## src/rtl/sat_counter.sv

```systemverilog
// Increment-enable counter that sticks at its all-ones value.
module sat_counter #(
   parameter int unsigned WIDTH = 16
) (
   input  logic             clk,
   input  logic             resetn,
   input  logic             i_inc,
   output logic [WIDTH-1:0] o_count
);

   logic [WIDTH-1:0] r_count;

   always_ff @(posedge clk or negedge resetn) begin
      if (!resetn) begin
         r_count <= '0;
      end else if (i_inc && (r_count != '1)) begin
         r_count <= r_count + 1'b1;
      end
   end

   assign o_count = r_count;

endmodule

```

## config.mk

```make
export PLATFORM = sky130hd
export DESIGN_NAME = sat_counter
export DESIGN_NICKNAME = d
export VERILOG_FILES = /design/src/rtl/sat_counter.sv
export SDC_FILE = /design/constraint.sdc
export NUM_CORES = 1
export LEC_CHECK = 0
export CORE_MARGIN = 10
export CORE_UTILIZATION = 59
export DETAILED_ROUTE_END_ITERATION = 10
export DONT_BUFFER_PORTS = 1
export PLACE_DENSITY = 0.75
export SYNTH_ARGS = -nofsm -noshare
export SYNTH_HDL_FRONTEND = slang
export SYNTH_SLANG_ARGS = --single-unit
```

## constraint.sdc

```tcl
create_clock -name clk -period 1.8 [get_ports clk]
set_input_delay 0.18 -clock clk [delete_from_list [all_inputs] [get_ports clk]]
set_output_delay 0.18 -clock clk [all_outputs]
set_load 0.1 [all_outputs]
```

==> qor.yml <==
global_routing:
  grt_pass1_vias: 671
  grt_overflow: 0
  grt_pass1_wl_mm: 3.180
  antenna_found_initial: 0
  grt_max_degree: 17
  grt_usage: 0.1175
floorplanning:
  dieArea_sq_um: 3384
  core-area_sq_um: 1334
  rows: 13
  pin_count: 19
  chipHeight_microns: 58.17
  dieWidth_microns: 58.17
  initial_core_util: 0.6445
clocking:
  cts_buffers: 3
  cts-root-buf: "clkbuf_4"
  cts_sinks: 16
  cts.clk_slew.worst_paths_ns: 0.09
  h-tree-depth: 1
  clkLatencyLatePin_ns: 0.29
  post_cts_buffers: 0
  cts_buffer_depth: 2
  cts_tree: "yes"
sta:
  finClkSkew_ns: 0.005525
  finalCritPeriodShare: 0.9305
  finalMaxSlewViolations: 0
  holdWs_ns: 0.03986
  maxSlewHeadroom: 0.5064
  max_freq_ghz: 0.5971
  setup_tns_ns: 0
  rsz0062_at_grt: "false"
  setup_viol: 0
  hold_viol_final: 0
  tightestPinTransition_ns: 0.7380
  min_period_ns: 1.675
hold_path:
  min_path_cells: 2
  min_from: "i_inc"
  min_to: "o_count[0]"
  hold_class: "in -> reg"
status:
  status: "complete, no violations"
yosys:
  syn_inst: 72
  synth_top_area_share: 0.4658
  synth-edff-count: 0
  avgSynthCellArea_sq_um: 11.94
  synth_top_area_cell: "dfrtp_1"
  synthFlopType: "dfrtp_1"
  ys_types: 27
  synth_area_leaders: "dfrtp_1 47%, nand4_1 5.8%, xnor2_1 5.1%"
  synth.most_common_cell: "dfrtp_1"
  ys_seq_area_frac: 0.4658
  synth_seq_cells: 16
  synth.cells.most_frequent: "16 x dfrtp_1, 8 x nand4_1, 5 x nand3_1, 5 x o21a_1, 5 x xnor2_1"
  ys_warn_count: 0
  syn_nets: 76
  netlist_area_sq_um: 859.6
  async_reset_ff_frac: 1.000
run:
  cap_violations: 0
cells_and_area:
  largest_reg_flops: 16
  nNetsFinal: 98
  num_antenna_cells: 0
  final_cells: 107
  nFillCells: 75
  syn_to_final_growth_pct: 24.89
  layout-drive-gt1-share: 0.4891
routing:
  via_per_inst: 6.533
  drt_iter0_markers: 39
  ant_nets: 0
  via_count: 699
  met1_length_microns: 841
  wl_met3_microns: 153
  met2_wirelength_microns: 996
  firstDrtPassIters: 4
  drc: 0
  wl_mm: 2.022
  maxUsedRoutingLayer: "met4"
  post_drt_wl_per_cell_microns: 18.90
place:
  hpwl_mm: 1.563
  globalplace.congestion: 0.8504
  dp.cells: 103
  portBuffers: 0
power:
  switching_share: 0.5527
  p_seq_frac: 0.406
  combinationalPowerShare: 0.475
  p_int_w: 0.0006992
  pwr-share-clk: 0.119
  p_per_area_nw_per_um2: 1456
  ir_drop_v: 0.001372
  p_leak_nw: 0.4361
  power.switching_w: 0.0008640
worst_setup_path:
  path_class: "reg -> reg"
  cp-end-kind: "flop"
  arrival_ns: 1.85
  path_cells: "ha_1, nand2_1, nor3_2, nand4_1, xnor2_1"
  cp-start-kind: "flop"
  crit_slowest_cell: "dfrtp_4"
  regToRegSetupSlack_ns: 0.13
  r2r-end: "o_count[10]"
  r2r_start: "o_count[0]"
  crit_fanout: 6
  ff2ff_path_depth: 5
  cpPeakStageDelay_ns: 0.44
  crit_required_ns: 1.97
power groups by stage:
stage	clock (W)	sequential, W	combinational, W
floorplan	0	0.00106	0.000135
global placement	0	0.000632	0.000728
detailed placement	0	0.000636	0.000737
CTS	0.000186	0.000629	0.000746
global route	0.000196	0.000650	0.000778
finish	0.000187	0.000634	0.000743
cell families after synthesis:
group | share of synthesized area
and+or+nand+nor | 0.3028
DFF | 0.4658
AOI/OAI and AO/OA | 0.1325
xor gates and xnor gates | 0.07133
muxes | 0.01310
adders and majority gates | 0.01455
metrics by stage:
stage                     area [sq um]  setup slack (ns)    util  total power (W)
final                             1074            0.1251  0.8049         0.001563
after global routing              1074           0.02958  0.8049         0.001623
after CTS                         1071           0.01773  0.8030         0.001561
after detailed placement          1039           0.02889  0.7786         0.001373
after global placement            1039           0.06177  0.7786         0.001360
after floorplan                  899.6          0.001737       -         0.001197
layout make-up:
class / count / area (sq um) / share of cell area
timing repair buffer: 17 / 130.1 / 0.1212
sequential: 16 / 442.9 / 0.4126
tap: 15 / 18.77 / 0.01748
multi-input combinational: 56 / 459.2 / 0.4277
clock buffer: 3 / 22.52 / 0.02098
worst max-delay path, delay by kind of cell, from the launching register on:
kind | cells | cell delay (ns)
flops | 1 | 0.44
simple gates | 3 | 0.63
fa+ha+maj | 1 | 0.33
xor+xnor | 1 | 0.16
cells in the final DEF (no fill, tap or decap), types with 2 or more instances in the layout:
cell type	n
o21a_1	5
a31oi_1	3
nand3_1	5
nand4_1	8
clkbuf_4	3
dfrtp_2	7
nor2_1	2
buf_4	16
xnor2_1	5
xor2_1	2
dfrtp_4	9
and3_1	2
a21oi_1	3
nand2_1	4
nor4_4	2
worst max path at each step:
stage / from / to / slack, ns / cells past startpoint
detailed placement: o_count[2] / o_count[1] / 0.03 / 3
global placement: o_count[2] / o_count[15] / 0.06 / 4
finish: o_count[0] / o_count[10] / 0.13 / 5
floorplan: o_count[6] / o_count[1] / 0.002 / 3
global route: o_count[0] / o_count[10] / 0.03 / 5
CTS: o_count[2] / o_count[1] / 0.02 / 3
layer usage:
layer / track usage / vias to the layer above
li1: - / 329
met1: 0.1338 / 339
met2: 0.1948 / 26
met3: 0.03704 / 5
met4: 0.05369 / 0
met5: 0 / -
what timing repair did:
action,CTS,global route
gates resized for setup,0,1
setup endpoints to repair,0,3
hold endpoints to repair,16,0
hold buffers,1,0
Power figures use the tool's default switching activity.
